<file path="config.mk">
export PLATFORM = sky130hd
export DESIGN_NAME = sweep_counter_ctrl
export DESIGN_NICKNAME = d
export VERILOG_FILES = /design/src/rtl/sweep_ctrl_pkg.sv /design/src/rtl/updown_counter.sv /design/src/rtl/sweep_counter_ctrl.sv
export SDC_FILE = /design/constraint.sdc
export NUM_CORES = 1
export LEC_CHECK = 0
export CAP_MARGIN = 20
export CORE_MARGIN = 2
export CORE_UTILIZATION = 45
export CTS_BUF_LIST = sky130_fd_sc_hd__clkbuf_4
export CTS_CLUSTER_DIAMETER = 100
export DETAILED_ROUTE_END_ITERATION = 8
export HOLD_SLACK_MARGIN = 0.02
export PLACE_DENSITY = 0.77
export SYNTH_ARGS = -nofsm -noshare
export SYNTH_HDL_FRONTEND = slang
export SYNTH_SLANG_ARGS = --single-unit
</file>
<file path="constraint.sdc">
create_clock -name clk -period 2.4 [get_ports clk]
set_input_delay 0.48 -clock clk [delete_from_list [all_inputs] [get_ports clk]]
set_output_delay 0.48 -clock clk [all_outputs]
set_load 0.01 [all_outputs]
</file>
<file path="src/rtl/sweep_ctrl_pkg.sv">
`default_nettype none
// +----------------------------------------------------------------------------+
// | Module   : sweep_ctrl_pkg                                                  |
// | Brief    : Shared state encoding and default widths for the sweep control. |
// | Revision : 1.0 - initial release                                           |
// +----------------------------------------------------------------------------+
package sweep_ctrl_pkg;

    localparam int c_width_default = 4;
    localparam int c_cnt_w_default = 4;

    typedef enum logic [1:0] {
        IDLE = 2'd0,
        UP   = 2'd1,
        DOWN = 2'd2,
        DONE = 2'd3
    } state_t;

endpackage
`default_nettype wire

</file>
<file path="src/rtl/updown_counter.sv">
`default_nettype none
// +----------------------------------------------------------------------------+
// | Module   : updown_counter                                                  |
// | Brief    : Loadable up/down counter; load has priority over enable.        |
// | Revision : 1.0 - initial release                                           |
// +----------------------------------------------------------------------------+
module updown_counter
    import sweep_ctrl_pkg::*;
#(
    parameter int WIDTH = c_width_default
) (
    input  logic             clk,
    input  logic             reset_n,
    input  logic             load,
    input  logic [WIDTH-1:0] load_val,
    input  logic             en,
    input  logic             mode,
    output logic [WIDTH-1:0] count
);

    logic [WIDTH-1:0] r_count;

    always_ff @(posedge clk or negedge reset_n) begin
        if (!reset_n) begin
            r_count <= '0;
        end else if (load) begin
            r_count <= load_val;
        end else if (en) begin
            r_count <= mode ? (r_count - 1'b1) : (r_count + 1'b1);
        end
    end

    assign count = r_count;

endmodule
`default_nettype wire

</file>
<file path="src/rtl/sweep_counter_ctrl.sv">
`default_nettype none
// +----------------------------------------------------------------------------+
// | Module   : sweep_counter_ctrl                                              |
// | Brief    : Runs an up/down counter through n triangular lo->hi->lo sweeps. |
// | Revision : 1.0 - initial release                                           |
// +----------------------------------------------------------------------------+
module sweep_counter_ctrl
    import sweep_ctrl_pkg::*;
#(
    parameter int WIDTH = c_width_default,
    parameter int CNT_W = c_cnt_w_default
) (
    input  logic             clk,
    input  logic             reset_n,
    input  logic             start,
    input  logic             abort,
    input  logic [WIDTH-1:0] lo,
    input  logic [WIDTH-1:0] hi,
    input  logic [CNT_W-1:0] n_sweeps,
    output logic [WIDTH-1:0] count,
    output logic             mode,
    output logic             busy,
    output logic             done,
    output logic             err,
    output logic [CNT_W-1:0] sweep_idx
);

    state_t           r_state;
    state_t           w_state_nxt;

    logic [WIDTH-1:0] r_lo;
    logic [WIDTH-1:0] r_hi;
    logic [CNT_W-1:0] r_n;
    logic [CNT_W-1:0] r_sweep_idx;
    logic             r_err;

    logic [WIDTH-1:0] w_count;
    logic [WIDTH-1:0] w_count_inc;
    logic [WIDTH-1:0] w_count_dec;
    logic [CNT_W-1:0] w_idx_plus;
    logic             w_start_ok;

    logic             w_load;
    logic             w_en;
    logic             w_cnt_mode;
    logic             w_latch;
    logic             w_idx_clr;
    logic             w_idx_inc;
    logic             w_err_nxt;

    // Turn-around decisions look at the value the counter is about to take.
    assign w_count_inc = w_count + 1'b1;
    assign w_count_dec = w_count - 1'b1;
    assign w_idx_plus  = r_sweep_idx + 1'b1;
    assign w_start_ok  = (lo < hi) && (n_sweeps != '0);

    always_comb begin
        w_state_nxt = r_state;
        w_load      = 1'b0;
        w_en        = 1'b0;
        w_cnt_mode  = 1'b0;
        w_latch     = 1'b0;
        w_idx_clr   = 1'b0;
        w_idx_inc   = 1'b0;
        w_err_nxt   = 1'b0;
        case (r_state)
            IDLE: begin
                if (start && !abort) begin
                    if (w_start_ok) begin
                        w_latch     = 1'b1;
                        w_load      = 1'b1;
                        w_idx_clr   = 1'b1;
                        w_state_nxt = UP;
                    end else begin
                        w_err_nxt = 1'b1;
                    end
                end
            end
            UP: begin
                if (abort) begin
                    w_state_nxt = IDLE;
                end else begin
                    w_en = 1'b1;
                    if (w_count_inc == r_hi) begin
                        w_state_nxt = DOWN;
                    end
                end
            end
            DOWN: begin
                if (abort) begin
                    w_state_nxt = IDLE;
                end else begin
                    w_en       = 1'b1;
                    w_cnt_mode = 1'b1;
                    if (w_count_dec == r_lo) begin
                        w_idx_inc   = 1'b1;
                        w_state_nxt = (w_idx_plus == r_n) ? DONE : UP;
                    end
                end
            end
            DONE: begin
                w_state_nxt = IDLE;
            end
            default: begin
                w_state_nxt = IDLE;
            end
        endcase
    end

    always_ff @(posedge clk or negedge reset_n) begin
        if (!reset_n) begin
            r_state     <= IDLE;
            r_lo        <= '0;
            r_hi        <= '0;
            r_n         <= '0;
            r_sweep_idx <= '0;
            r_err       <= 1'b0;
        end else begin
            r_state <= w_state_nxt;
            r_err   <= w_err_nxt;
            if (w_latch) begin
                r_lo <= lo;
                r_hi <= hi;
                r_n  <= n_sweeps;
            end
            if (w_idx_clr) begin
                r_sweep_idx <= '0;
            end else if (w_idx_inc) begin
                r_sweep_idx <= w_idx_plus;
            end
        end
    end

    // The counter loads from the live lo input on the same edge the copy is latched.
    updown_counter #(
        .WIDTH (WIDTH)
    ) u_counter (
        .clk      (clk),
        .reset_n  (reset_n),
        .load     (w_load),
        .load_val (lo),
        .en       (w_en),
        .mode     (w_cnt_mode),
        .count    (w_count)
    );

    assign count     = w_count;
    assign mode      = (r_state == DOWN);
    assign busy      = (r_state == UP) || (r_state == DOWN);
    assign done      = (r_state == DONE);
    assign err       = r_err;
    assign sweep_idx = r_sweep_idx;

endmodule
`default_nettype wire

</file>
After elaboration in Yosys (flattened, before gate mapping)
Index checks and enable logic that the tools add are counted.
{"block": "word_totals", "out_inout_bits": 12, "regBits": 23}
{"block": "op_classes", "add_sub_neg": 3, "reduce_logical": 10, "order_cmp": 1, "mux": 25, "n_eq_ne": 10}
{"op": "2-to-1 mux 4 bit", "n": 5}
{"op": "2-to-1 mux 2 bit", "n": 7}
{"op": "equality test 4 bit", "n": 3}
{"op": "2-to-1 mux 1 bit", "n": 12}
{"op": "adder 4 x 1 -> 4 bit, second input constant", "n": 2}
{"op": "one-hot mux 2 bit (4 select lines)", "n": 1}
{"op": "equality test 2 bit, second input constant", "n": 2}
{"op": "less-than comparator 4 bit", "n": 1}
{"op": "!= test 2 bit, second input constant", "n": 2}
{"op": "AND reduction 4 bit", "n": 1}
{"op": "nonzero test 2 bit", "n": 2}
{"op": "nonzero test 4 bit", "n": 1}
{"op": "subtractor 4 x 1 -> 4 bit, second input constant", "n": 1}
{"op": "!= test 3 x 2 -> 1 bit, second input constant", "n": 1}
{"op": "!= test 3 bit, second input constant", "n": 1}
{"op": "equality test 2 x 1 -> 1 bit, second input constant", "n": 1}
{"op": "logical AND 1 bit", "n": 2}
{"op": "logical NOT 2 bit", "n": 1}
{"op": "OR reduction 2 bit", "n": 1}
{"op": "logical NOT 1 bit", "n": 1}
{"op": "logical OR 1 bit", "n": 1}

Longest topological paths before layout
{"block": "depth", "depth_word": 7, "depth_mapped": 8, "depth_no_buf": 7}

Modules after synthesis
Synthesis repeated with hierarchy kept, for this count alone.
{"block": "hier_totals", "hier_cells": 144, "area_unflattened_um2": 1549.0}
{"mod": "sweep_counter_ctrl", "seq_area_each_um2": 475.5, "area_each_um2": 1223.7, "cells_each": 109, "n_inst": 1}
{"mod": "updown_counter", "seq_area_each_um2": 100.1, "area_each_um2": 325.3, "cells_each": 35, "n_inst": 1}

Least setup slack after synthesis
No wires, ideal clock.
{"block": "synth_path", "path_kind": "flip-flop to flip-flop", "from": "register u_counter.r_count[0] (netlist: u_counter.count[0])", "to": "register r_state[1]", "stages_incl_launch_ff": 8, "path_buffers": 0, "slack_ps": 403, "arrival_time_ps": 1914, "t_required_ps": 2318, "synth_period_minus_slack_ps": 1997, "path_cell_list": "dfrtp_1 > inv_1 > ha_1 > xor2_1 > nand3_2 > or2_1 > a221o_1 > o22ai_1"}
{"block": "synth_via", "elab_chain_len": 4, "elab_cells_between_ends": 7, "classes_between": "add/sub (2); eq/ne (4); reduce/logical (1)"}
{"element": "start: declaration", "line": "updown_counter.sv:21", "rtl": "logic [WIDTH-1:0] r_count;"}
{"element": "start signal: assignment", "line": "updown_counter.sv:27", "rtl": "r_count <= load_val;"}
{"element": "start signal: assignment", "line": "updown_counter.sv:29", "rtl": "r_count <= mode ? (r_count - 1'b1) : (r_count + 1'b1);"}
{"element": "adder 4 x 1 -> 4 bit or subtractor 4 x 1 -> 4 bit (tied branches)", "line": "sweep_counter_ctrl.sv:52, sweep_counter_ctrl.sv:53"}
{"element": "equality test 4 bit, on equally long branches", "line": "sweep_counter_ctrl.sv:84, sweep_counter_ctrl.sv:95"}
{"element": "!= test 3 bit (no source line) or != test 3 x 2 -> 1 bit (tied branches)"}
{"element": "AND reduction 4 bit (no source line) (*)"}
{"element": "end signal: assignment", "line": "sweep_counter_ctrl.sv:119", "rtl": "r_state <= w_state_nxt;"}
{"element": "end: declaration", "line": "sweep_counter_ctrl.sv:28", "rtl": "state_t r_state;"}
Every way passes the cells marked *; elsewhere a longest branch is shown, timed or not.
A chain may end at the register's enable or synchronous reset.

Worst setup path after layout
{"block": "layout_path", "from": "register r_state[0]", "to": "output port mode"}
{"block": "layout_via", "elab_chain_len": 1}
{"element": "equality test 2 bit", "line": "sweep_counter_ctrl.sv:148", "rtl": "assign mode = (r_state == DOWN);"}
{"element": "end: declaration", "line": "sweep_counter_ctrl.sv:21", "rtl": "output logic mode,"}
Every way passes these cells.

==> impl_metrics.tcl <==
set metrics [dict create \
    status "completed" \
    clkPwrFrac_pct 9.8 \
    yosys.area_share.simple_pct 13.5 \
    grt-ovfl-total 0 \
    cp-end-kind "primary output" \
    synth_mux_area_share_pct 8.75 \
    cpPeakStageDelay_ns 0.59 \
    clk_pin_slew_worst_paths_ns 0.13 \
    ir_drop_mv 0.482 \
    yosys.area.top_type "dfrtp_1" \
    power.total_mw 1.95 \
    diodes 0 \
    path_buf_inv 2 \
    synth-xor-area-share_pct 14.7 \
    max_freq_mhz 453 \
    io_pins 28 \
    globalplace.congestion 0.744 \
    p_int_mw 1.19 \
    grt_max_degree 24 \
    viasPerCell 5.27 \
    synthArstFlopShare_pct 100 \
    clock_skew_ns 0.00469 \
    crit_family "buffers and inverters" \
    drv_cap 0 \
    final_cell_mix "clkdlybuf4s50_1 (27), dfrtp_1 (23), xnor2_1 (14)" \
    cts_tree "yes" \
    fp.dieW_um 59.8 \
    synthAdderAreaFrac_pct 8.93 \
    critical-path-slowest-cell "clkdlybuf4s50_1" \
    p_comb_share_pct 53.7 \
    core_um2 3000 \
    syn_area_um2 1400 \
    setup_violations 0 \
    cp-start-kind "register" \
    post_cts_buffers 0 \
    nNetsFinal 196 \
    crit_chain "inv_1 > ha_1 > clkdlybuf4s50_1" \
    crit_path_max_fanout 6 \
    slew_violations 0 \
    seq_area_frac_synth_pct 41.1 \
    yosysWarnings 0 \
    vias 1065 \
    synth_top_family_by_area "XOR/XNOR gates" \
    power_switching_uw 760 \
    antenna_found_initial 0 \
    grt_pass1_vias 1196 \
    hp-class "in -> async" \
    finalHoldViolations 0 \
    die_h_um 59.8 \
    postRouteAntennaNets 0 \
    cts.sinks 23 \
    synth_area_per_cell_um2 10.5 \
    rows 20 \
    initial_core_util_pct 46.7 \
    drtIter0Drc 26 \
    grt_pass1_wl_um 5240 \
    period_needed_ns 2.21 \
    htreeDepth 1 \
    clkLatencyLatePin_ns 0.31 \
    ys_ff_latch 23 \
    fillCellCount 274 \
    synth_compound_area_share_pct 10.0 \
    required_ns 1.92 \
    setup_tns_ns 0 \
    synthTopCellsByArea "dfrtp_1 (41%), ha_1 (8.9%), xnor2_1 (8.8%)" \
    powerDensity_nw_per_um2 1090 \
    rsz0062_at_grt "false" \
    drc 0 \
    port_buffers 27 \
    yosys.cell_types.count 34 \
    cts_root_buf "clkbuf_4" \
    p_leak_nw 0.782 \
    ctsResizeCount 0 \
    critical_path_class "reg -> out" \
    whs_ns 0.510 \
    dieArea_um2 3580 \
    synth_nets 160 \
    cts_hold_buf 0 \
    area_growth_pct 27.9 \
    drtPass1Iterations 4 \
    worstMarginPinSlew_ns 0.387 \
    arrival_ns 1.73 \
    wl_um 2930 \
    numCtsBuffers 3 \
    slew_headroom_pct 74.0 \
    synth_ff_type "dfrtp_1" \
    track_usage_pct 19.3 \
    dp_hpwl_um 2340 \
    swShare_pct 38.9 \
    synthCells 134 \
    routedWlPerCell_um 14.5 \
    synth-edff-count 0 \
    cts_max_path_buffers 2 \
    final.period_utilization_pct 92.0 \
    layout_commonest_cell "clkdlybuf4s50_1" \
    layout-drive-gt1-share_pct 13.6 \
    yosysTopAreaCellShare_pct 41.1 \
    seq_power_share_pct 36.5 \
]
## worst reg2reg max path: stages, from the launching register on
cell and delay, ns:
dfrtp_1 0.52, inv_1 0.12, ha_1 0.37, xor2_1 0.20, nand3_2 0.13, or2_1 0.26, a221oi_2 0.31, o32a_1 0.20
## sequential cells by signal, summed over array words and instances (netlist names)
signal,cells
err,1
r_lo,4
r_hi,4
sweep_idx,4
r_state,2
r_n,4
u_counter.count,4
## power groups by stage
stage / logic, mW / clock network [mW] / registers, mW
floorplan: 0.729 / 0 / 0.702
global placement: 1.02 / 0 / 0.712
detailed placement: 1.05 / 0 / 0.723
CTS: 1.06 / 0.199 / 0.714
global route: 1.16 / 0.219 / 0.738
finish: 1.05 / 0.192 / 0.714
## metal layers
layer  part of all wire [%]  wire length (um)  vias to the layer above  GRT usage, %
li1                       -                 -                      537             -
met1                     46              1330                      510          24.3
met2                     51              1490                       14          33.9
met3                    2.3                68                        4          2.16
met4                    1.3                37                        0          6.67
met5                      0                 0                        -             0
## through the flow
stage	util [%]	area, um^2	setup slack [ns]	cells
floorplan	-	1400	0.403	134
global placement	58.7	1760	0.0307	198
detailed placement	58.7	1760	0.00614	198
CTS	59.7	1790	0.193	202
global route	59.7	1790	0.105	202
finish	59.7	1790	0.192	202
## logic make-up after synthesis
kind of cell	after synthesis
fa+ha+maj	10
flops	23
xor+xnor	22
simple gates	36
mux	11
compound gates	21
buf+inv	11
## cells in the mapped netlist (2+ instances only)
master / n
dfrtp_1: 23
xnor2_1: 14
nor2_1: 11
ha_1: 10
mux2_2: 10
inv_1: 9
o21ai_0: 7
xor2_1: 7
nand2_1: 6
a21oi_1: 5
nand2b_1: 4
nor3_1: 3
nor4_1: 3
nand3_1: 2
## final timing paths
kind	startpoint	end	slack (ns)	depth (start not counted)
max	r_state[0]	mode	0.19	3
min	reset_n	r_n[2]	0.51	2
max reg2reg	u_counter.count[0]	r_state[0]	0.24	7
min reg2reg	r_hi[1]	r_hi[1]	0.53	2
max in group asynchronous	reset_n	r_lo[3]	1.66	2
min in group clk	r_hi[1]	r_hi[1]	0.53	2
## layout make-up
class,count,area [um^2],area share [%]
multi-input cells,100,783,43.7
inverters,9,33.8,1.89
clock buffers,4,30.0,1.68
repair buffers,33,328,18.3
flip-flops and latches,23,576,32.1
well taps,33,41.3,2.30
(Power assumes the default switching activity.)
